### src/rtl/fm0_fifo_tx.sv
// FM0 backscatter transmitter: drains the byte FIFO into a frame made of the Gen2 preamble,
// the FIFO bytes sent MSB first, and a dummy-1 terminator. Half-bit timing comes from half_period.
//
// state    | meaning
// ---------+----------------------------------------------------------
// IDLE     | line at 0, waiting for start with a non-empty FIFO
// PREAMBLE | shifting out PRE_PAT, first byte prefetched into hold_q
// SEND     | FM0-encoding shift_q; next byte prefetched during bit 7
// DUMMY    | terminating data-1 bit
// DONE     | single-cycle completion pulse, line back to 0
module fm0_fifo_tx #(
  parameter int                  PRE_LEN = 12,
  parameter logic [PRE_LEN-1:0]  PRE_PAT = 12'b110100100011
) (
  input  logic       clk,
  input  logic       reset,
  input  logic       start,
  input  logic [8:0] half_period,
  input  logic       fifo_empty,
  input  logic [7:0] fifo_data,
  output logic       fifo_read,
  output logic       tx_out,
  output logic       busy,
  output logic       done
);

  localparam int PW = $clog2(PRE_LEN);

  typedef enum logic [2:0] {
    S_IDLE,
    S_PREAMBLE,
    S_SEND,
    S_DUMMY,
    S_DONE
  } state_t;

  state_t             state_q, state_d;
  logic [8:0]         cnt_q;
  logic [8:0]         hp_q;
  logic [8:0]         hp_clamped;
  logic [PW-1:0]      pre_idx_q;
  logic [PRE_LEN-1:0] pre_sr_q;
  logic [2:0]         bit_idx_q;
  logic               phase_q;
  logic [7:0]         shift_q;
  logic [7:0]         hold_q;
  logic               hold_valid_q;
  logic               rd_pend_q;
  logic               tx_q;

  logic tick;
  logic accept;
  logic prefetch;
  logic pre_last;
  logic byte_end;
  logic active;

  assign hp_clamped = (half_period < 9'd2) ? 9'd2 : half_period;
  assign tick       = (cnt_q == hp_q - 9'd1);
  assign active     = (state_q == S_PREAMBLE) || (state_q == S_SEND) || (state_q == S_DUMMY);
  assign accept     = ((state_q == S_IDLE) || (state_q == S_DONE)) && start && !fifo_empty;
  assign pre_last   = (pre_idx_q == PW'(PRE_LEN - 1));
  assign byte_end   = phase_q && (bit_idx_q == 3'd7);

  // Next byte is requested on the first clock of the last bit, leaving a full bit to land in hold_q.
  assign prefetch   = (state_q == S_SEND) && (bit_idx_q == 3'd7) && !phase_q &&
                      (cnt_q == 9'd0) && !hold_valid_q && !fifo_empty;

  assign fifo_read  = !reset && (accept || prefetch);
  assign busy       = active;
  assign done       = (state_q == S_DONE);
  assign tx_out     = tx_q;

  always_ff @(posedge clk) begin
    if (reset) begin
      state_q <= S_IDLE;
    end else begin
      state_q <= state_d;
    end
  end

  always_comb begin
    state_d = state_q;
    case (state_q)
      S_IDLE: begin
        if (accept) state_d = S_PREAMBLE;
      end
      S_PREAMBLE: begin
        if (tick && pre_last) state_d = S_SEND;
      end
      S_SEND: begin
        if (tick && byte_end && !hold_valid_q) state_d = S_DUMMY;
      end
      S_DUMMY: begin
        if (tick && phase_q) state_d = S_DONE;
      end
      S_DONE: begin
        state_d = accept ? S_PREAMBLE : S_IDLE;
      end
      default: state_d = S_IDLE;
    endcase
  end

  always_ff @(posedge clk) begin
    if (reset) begin
      cnt_q        <= '0;
      hp_q         <= 9'd2;
      pre_idx_q    <= '0;
      pre_sr_q     <= '0;
      bit_idx_q    <= '0;
      phase_q      <= 1'b0;
      shift_q      <= '0;
      hold_q       <= '0;
      hold_valid_q <= 1'b0;
      rd_pend_q    <= 1'b0;
      tx_q         <= 1'b0;
    end else begin
      rd_pend_q <= fifo_read;

      if (accept) begin
        hp_q         <= hp_clamped;
        cnt_q        <= '0;
        pre_idx_q    <= '0;
        pre_sr_q     <= PRE_PAT;
        tx_q         <= PRE_PAT[PRE_LEN-1];
        bit_idx_q    <= '0;
        phase_q      <= 1'b0;
        hold_valid_q <= 1'b0;
      end else if (active) begin
        cnt_q <= tick ? 9'd0 : cnt_q + 9'd1;
        if (tick) begin
          case (state_q)
            S_PREAMBLE: begin
              if (pre_last) begin
                shift_q      <= hold_q;
                hold_valid_q <= 1'b0;
                bit_idx_q    <= '0;
                phase_q      <= 1'b0;
                tx_q         <= ~tx_q;
              end else begin
                pre_idx_q <= pre_idx_q + PW'(1);
                pre_sr_q  <= {pre_sr_q[PRE_LEN-2:0], 1'b0};
                tx_q      <= pre_sr_q[PRE_LEN-2];
              end
            end
            S_SEND: begin
              if (!phase_q) begin
                phase_q <= 1'b1;
                if (!shift_q[7]) tx_q <= ~tx_q;
              end else begin
                phase_q <= 1'b0;
                tx_q    <= ~tx_q;
                if (bit_idx_q == 3'd7) begin
                  if (hold_valid_q) begin
                    shift_q      <= hold_q;
                    hold_valid_q <= 1'b0;
                    bit_idx_q    <= '0;
                  end
                end else begin
                  bit_idx_q <= bit_idx_q + 3'd1;
                  shift_q   <= {shift_q[6:0], 1'b0};
                end
              end
            end
            S_DUMMY: begin
              if (!phase_q) begin
                phase_q <= 1'b1;
              end else begin
                phase_q <= 1'b0;
                tx_q    <= 1'b0;
              end
            end
            default: tx_q <= 1'b0;
          endcase
        end
      end else begin
        cnt_q <= '0;
        tx_q  <= 1'b0;
      end

      // FIFO read data is valid the cycle after the pop strobe.
      if (rd_pend_q) begin
        hold_q       <= fifo_data;
        hold_valid_q <= 1'b1;
      end
    end
  end

endmodule

### config.mk
export PLATFORM = sky130hd
export DESIGN_NAME = fm0_fifo_tx
export DESIGN_NICKNAME = d
export VERILOG_FILES = /design/src/rtl/fm0_fifo_tx.sv
export SDC_FILE = /design/constraint.sdc
export NUM_CORES = 1
export LEC_CHECK = 0
export ABC_AREA = 1
export ABC_CLOCK_PERIOD_IN_PS = 2500
export CORE_MARGIN = 10
export CORE_UTILIZATION = 50
export CTS_BUF_LIST = sky130_fd_sc_hd__clkbuf_8
export DETAILED_ROUTE_END_ITERATION = 12
export PLACE_DENSITY = 0.7
export SLEW_MARGIN = 25
export SYNTH_ARGS = -nofsm -noshare
export SYNTH_HDL_FRONTEND = slang
export SYNTH_SLANG_ARGS = --single-unit
### constraint.sdc
create_clock -name clk -period 2.5 [get_ports clk]
set_input_delay 0.5 -clock clk [delete_from_list [all_inputs] [get_ports clk]]
set_output_delay 0.5 -clock clk [all_outputs]
set_load 0.005 [all_outputs]
# After elaboration in Yosys (flattened, before gate mapping)
# Index checks and enable logic that the tools add are counted.
# op_classes
n_addsub,4
n_lt_le_gt_ge,1
n_eq_ne,21
mux,40
bitwise_logic,4
reduce_logical,42
# ops
cell,count
$mux 11,5
$mux 8,4
$mux 3,8
$mux 1,16
$ne 4x4->1 const B,4
$pmux 8 s2,1
$reduce_and 4->1,4
$pmux 3 s5,1
$logic_and 1x1->1,13
$reduce_and 6->1,2
$reduce_bool 2->1,5
$add 9x1->9 const B,1
$eq 9x9->1,1
$logic_not 9->1,1
$lt 9x2->1 const B,1
$mux 9,1
$sub 9x1->9 const B,1
$ne 2x2->1 const B,4
$reduce_and 7->1,1
$eq 3x2->1 const B,2
$eq 3x3->1 const B,2
$ne 2x1->1 const B,3
$pmux 3 s2,1
$reduce_bool 3->1,2
17 further kinds,28
# totals
regBits,59
in_bits,21
out_inout_bits,4
word_cells,125

# Longest topological paths before layout
# depth
word_depth,8
mapped_depth,17
ltp_nobuf,17

# Worst setup path before layout
# No wires, ideal clock.
# synth_timing
path_kind,reg-to-reg
start,register hp_q[0]
end,register pre_idx_q[1]
setup_ns,0.116
arrival_time_ns,1.786
required_ns,2.384
setup_slack_ns,0.598
path_stages_with_launch,13
n_path_buf,1
path_cell_list,dfxtp_1 -> inv_1 -> ha_1 -> xnor2_1 -> nor2_1 -> nand2_1 -> nor2_2 -> nand3_4 -> nor2_4 -> inv_2 -> buf_6 -> o21ai_1 -> a21oi_1
# synth_between
elab_chain_cells,3
# synth_lines
item,line_no,source
"start, declared",39,logic [8:0] hp_q;
"start signal, assigned",121,hp_q <= hp_clamped;
$sub 9x1->9,59,assign tick = (cnt_q == hp_q - 9'd1);
$eq 9x9->1,59,
$reduce_and 4->1 (no line),--,
"end signal, assigned",141,pre_idx_q <= pre_idx_q + PW'(1);
"end, declared",41,logic [PW-1:0] pre_idx_q;
# Every way passes these cells.
# A chain may end at the register's enable or synchronous reset.

# Worst setup path after layout
# layout_timing
start,register bit_idx_q[1]
end,output fifo_read
# layout_between
elab_chain_cells,8
# layout_lines
item,line_no,source
"start, declared",43,logic [2:0] bit_idx_q;
"start signal, assigned",160,bit_idx_q <= bit_idx_q + 3'd1;
$eq 3x3->1,66,assign prefetch = (state_q == S_SEND) && (bit_idx_q == 3'd7) && !phase_q &&
$logic_and 1x1->1 (3 in series),66,
$logic_and 1x1->1 (2 in series),67,(cnt_q == 9'd0) && !hold_valid_q && !fifo_empty;
$logic_or 1x1->1,69,assign fifo_read = !reset && (accept || prefetch);
$logic_and 1x1->1,69,
"end, declared",21,"output logic fifo_read,"
# Every way passes these cells.

==> insert_results.sql <==
INSERT INTO impl_metrics (metric_group, metric, value, unit) VALUES
('outcome', 'run_status', 'completed', ''),
('floorplanning', 'io_pins', '25', ''),
('clock_tree', 'h_tree_lvl_count', '3', ''),
('global_routing', 'grt_start_max_net_pins', '22', ''),
('global_routing', 'grt_util_all_layers', '0.149', ''),
('yosys', 'synthesis.instances', '462', ''),
('floorplanning', 'die_w', '98.4', 'um'),
('critical_path', 'critical_path_required', '2.00', 'ns'),
('critical_path', 'critical_path.top_delay_family', 'simple AND/OR/NAND/NOR gates', ''),
('final_layout', 'fraction_of_final_layout_cells_with_drive_strength_greater_than_1', '0.0954', ''),
('floorplanning', 'design.core.area', '0.00596', 'mm^2'),
('power', 'psw', '965', 'uW'),
('sta', 'fmax', '433', 'MHz'),
('critical_path', 'crit_slowest_cell', 'sky130_fd_sc_hd__dfxtp_1', ''),
('placement', 'gp_routability_congestion', '0.876', ''),
('power', 'share_comb_of_total_power', '0.294', ''),
('sta', 'hold_viol_final', '0', ''),
('sta', 'finalSetupViolCount', '0', ''),
('critical_path', 'setup.worst_path.start_class', 'register', ''),
('floorplanning', 'fp.dieH', '98.4', 'um'),
('final_layout', 'final_common_cell', 'sky130_fd_sc_hd__nand2_1', ''),
('floorplanning', 'num_rows', '28', ''),
('clock_tree', 'insertion_delay', '0.33', 'ns'),
('clock_tree', 'path_clk_slew', '0.06', 'ns'),
('power', 'fraction_of_power_consumed_by_sequential_logic', '0.399', ''),
('sta', 'drv_slew', '0', ''),
('critical_path', 'slowest_delay', '0.34', 'ns'),
('yosys', 'synth.net_count', '489', ''),
('detailed_routing', 'remaining_drc_errors', '0', ''),
('detailed_routing', 'wl_per_cell', '12.5', 'um'),
('placement', 'buffer_ports.inserted', '24', ''),
('final_layout', 'fillCellCount', '564', ''),
('yosys', 'ys_ff_latch', '59', ''),
('yosys', 'post_synth_num_cell_types', '35', ''),
('detailed_routing', 'detail_route.first_pass.iterations', '5', ''),
('detailed_routing', 'routed_wirelength', '7.25', 'mm'),
('placement', 'dp_hpwl', '5.50', 'mm'),
('hold_path', 'timing.hold.worst.class', 'reg -> reg', ''),
('final_layout', 'p_r_area_growth_vs_syn', '17.9', '%'),
('detailed_routing', 'viasPerCell', '5.13', ''),
('final_layout', 'num-nets-final', '525', ''),
('global_routing', 'grt_antenna_before_repair', '0', ''),
('critical_path', 'crit_type', 'reg -> out', ''),
('power', 'power.ir.vdd_worst', '429', 'uV'),
('sta', 'post-route-period-util', '0.924', ''),
('sta', 'finalCriticalPeriod', '2.31', 'ns'),
('global_routing', 'grt_overflow', '0', ''),
('floorplanning', 'die_area', '0.00968', 'mm^2'),
('final_layout', 'layout.cells.most_common_list', 'sky130_fd_sc_hd__nand2_1, sky130_fd_sc_hd__nor2_1, sky130_fd_sc_hd__dfxtp_1, sky130_fd_sc_hd__inv_1, sky130_fd_sc_hd__nand3_1', ''),
('global_routing', 'number_of_global_route_vias_before_repair', '2704', ''),
('power', 'cellLeakagePower', '1.56', 'nW'),
('yosys', 'yosysWarningCount', '0', ''),
('clock_tree', 'tritoncts_clock_tree', 'built', ''),
('job', 'max_cap_viol_count', '0', ''),
('clock_tree', 'clock_path_buffers', '2', ''),
('yosys', 'syn_avg_cell_area', '6.65', 'um^2'),
('critical_path', 'worst-path-buf-inv', '2', ''),
('critical_path', 'setup.worst_path.end_class', 'output port', ''),
('detailed_routing', 'routed-via-count', '2963', ''),
('detailed_routing', 'drt.antenna.violating_nets', '0', ''),
('clock_tree', 'number_of_clock_buffers_inserted_by_tritoncts', '9', ''),
('sta', 'slew-limit-headroom', '0.750', ''),
('sta', 'worst_pin_slew', '0.374', 'ns'),
('critical_path', 'worst_ep_arrival_time', '1.81', 'ns'),
('detailed_routing', 'drt-initial-drc-count', '199', ''),
('power', 'power.clock.fraction', '0.307', ''),
('power', 'switching_share', '0.347', ''),
('critical_path', 'critical_path_peak_fanout', '3', ''),
('sta', 'final.setup.tns', '0', 'ns'),
('power', 'finalPower', '2.78', 'mW'),
('final_layout', 'area.sequential', '0.00118', 'mm^2');
==> area by class of cell <==
type | count | area share
multi-input cells | 330 | 0.441
well taps | 75 | 0.0259
inverters | 63 | 0.0652
flip-flops and latches | 59 | 0.326
repair buffers | 35 | 0.0887
clock buffers | 10 | 0.0380
clock inverters | 6 | 0.0155
==> stage by stage <==
stage                     setup slack, ns  hold WS, ns  cell area [um^2]   util  cells
after global placement             0.0107        0.433              3420  0.574    561
after global routing               0.0404        0.461              3630  0.609    578
after CTS                           0.161        0.445              3630  0.609    578
final                               0.190        0.442              3630  0.609    578
after floorplan                     0.598        0.424              3070      -    462
after detailed placement           0.0367        0.435              3420  0.574    561
==> what timing repair did <==
| action | 4_1_cts | 5_1_grt |
|---|---|---|
| endpoints found under the setup margin | 1 | 0 |
| setup buffers | 1 | 0 |
| resized for setup | 4 | 0 |
| hold buffers | 0 | 0 |
==> registers in the layout, indices dropped and copies added, names as in the netlist <==
register and count:
bit_idx_q 3, cnt_q 9, hold_q 8, hold_valid_q 1
hp_q 9, phase_q 1, pre_idx_q 4, pre_sr_q 11
rd_pend_q 1, shift_q 8, state_q 3, tx_out 1
==> logic make-up after synthesis <==
group / after synthesis / share of synthesized area
flops: 59 / 0.384
simple gates: 247 / 0.349
fa+ha+maj: 6 / 0.0244
compound gates: 68 / 0.118
xor+xnor: 9 / 0.0256
buf+inv: 73 / 0.0985
==> power groups by stage <==
| stage | Sequential [mW] | Combinational [mW] | Clock, mW |
|---|---|---|---|
| after global routing | 1.12 | 0.915 | 0.908 |
| after detailed placement | 1.13 | 0.809 | 0 |
| after floorplan | 1.11 | 0.585 | 0 |
| final | 1.11 | 0.817 | 0.854 |
| after global placement | 1.13 | 0.800 | 0 |
| after CTS | 1.11 | 0.812 | 0.874 |
==> synthesized netlist by cell type <==
cell                       instances  area [um^2]
sky130_fd_sc_hd__nand2_1         117          439
sky130_fd_sc_hd__nor2_1           66          248
sky130_fd_sc_hd__dfxtp_1          59         1180
sky130_fd_sc_hd__inv_1            55          206
sky130_fd_sc_hd__nand3_1          37          185
sky130_fd_sc_hd__a21oi_1          26          130
sky130_fd_sc_hd__o21ai_0          24          120
sky130_fd_sc_hd__o21ai_1          12         60.1
sky130_fd_sc_hd__ha_1              6         75.1
sky130_fd_sc_hd__inv_2             6         22.5
sky130_fd_sc_hd__nor2_2            6         37.5
sky130_fd_sc_hd__nor3_1            5         25.0
sky130_fd_sc_hd__xor2_1            5         43.8
sky130_fd_sc_hd__nand4_1           4         25.0
sky130_fd_sc_hd__xnor2_1           4         35.0
sky130_fd_sc_hd__buf_6             3         33.8
sky130_fd_sc_hd__clkbuf_1          3         11.3
sky130_fd_sc_hd__nand3_2           3         30.0
sky130_fd_sc_hd__clkinv_1          2         7.51
sky130_fd_sc_hd__nor2_4            2         22.5
sky130_fd_sc_hd__nor3b_1           2         15.0
sky130_fd_sc_hd__nor4_1            2         12.5
sky130_fd_sc_hd__a22oi_1           1         7.51
sky130_fd_sc_hd__a311oi_2          1         15.0
sky130_fd_sc_hd__a31oi_1           1         6.26
sky130_fd_sc_hd__and3_1            1         6.26
sky130_fd_sc_hd__buf_1             1         3.75
sky130_fd_sc_hd__buf_2             1         5.00
sky130_fd_sc_hd__buf_4             1         7.51
sky130_fd_sc_hd__clkbuf_2          1         5.00
sky130_fd_sc_hd__nand3_4           1         17.5
sky130_fd_sc_hd__nor3_2            1         10.0
sky130_fd_sc_hd__o211ai_1          1         7.51
sky130_fd_sc_hd__o21bai_1          1         7.51
sky130_fd_sc_hd__o221ai_1          1         8.76
==> per-layer routing <==
layer / part of all wire / up-vias / track usage / wire (um)
met3: 0.062 / 9 / 0.0440 / 451
met4: 0.0099 / 0 / 0.0474 / 72
met5: 0 / - / 0 / 0
met2: 0.44 / 84 / 0.229 / 3210
li1: - / 1543 / - / -
met1: 0.48 / 1327 / 0.195 / 3510
==> worst min-delay path, cell delays in order (launching register included) <==
cell	delay, ns
sky130_fd_sc_hd__dfxtp_1	0.31
sky130_fd_sc_hd__inv_1	0.04
sky130_fd_sc_hd__a21oi_1	0.05
==> worst paths after layout <==
check,startpoint,end,cells past startpoint
worst max-delay path,bit_idx_q[1],fifo_read,9
worst max register to register,hp_q[0],pre_sr_q[8],16
worst min register to register,pre_sr_q[3],pre_sr_q[3],2
worst min-delay path,pre_sr_q[3],pre_sr_q[3],2
Note: power is estimated with default switching activity, not from simulation.
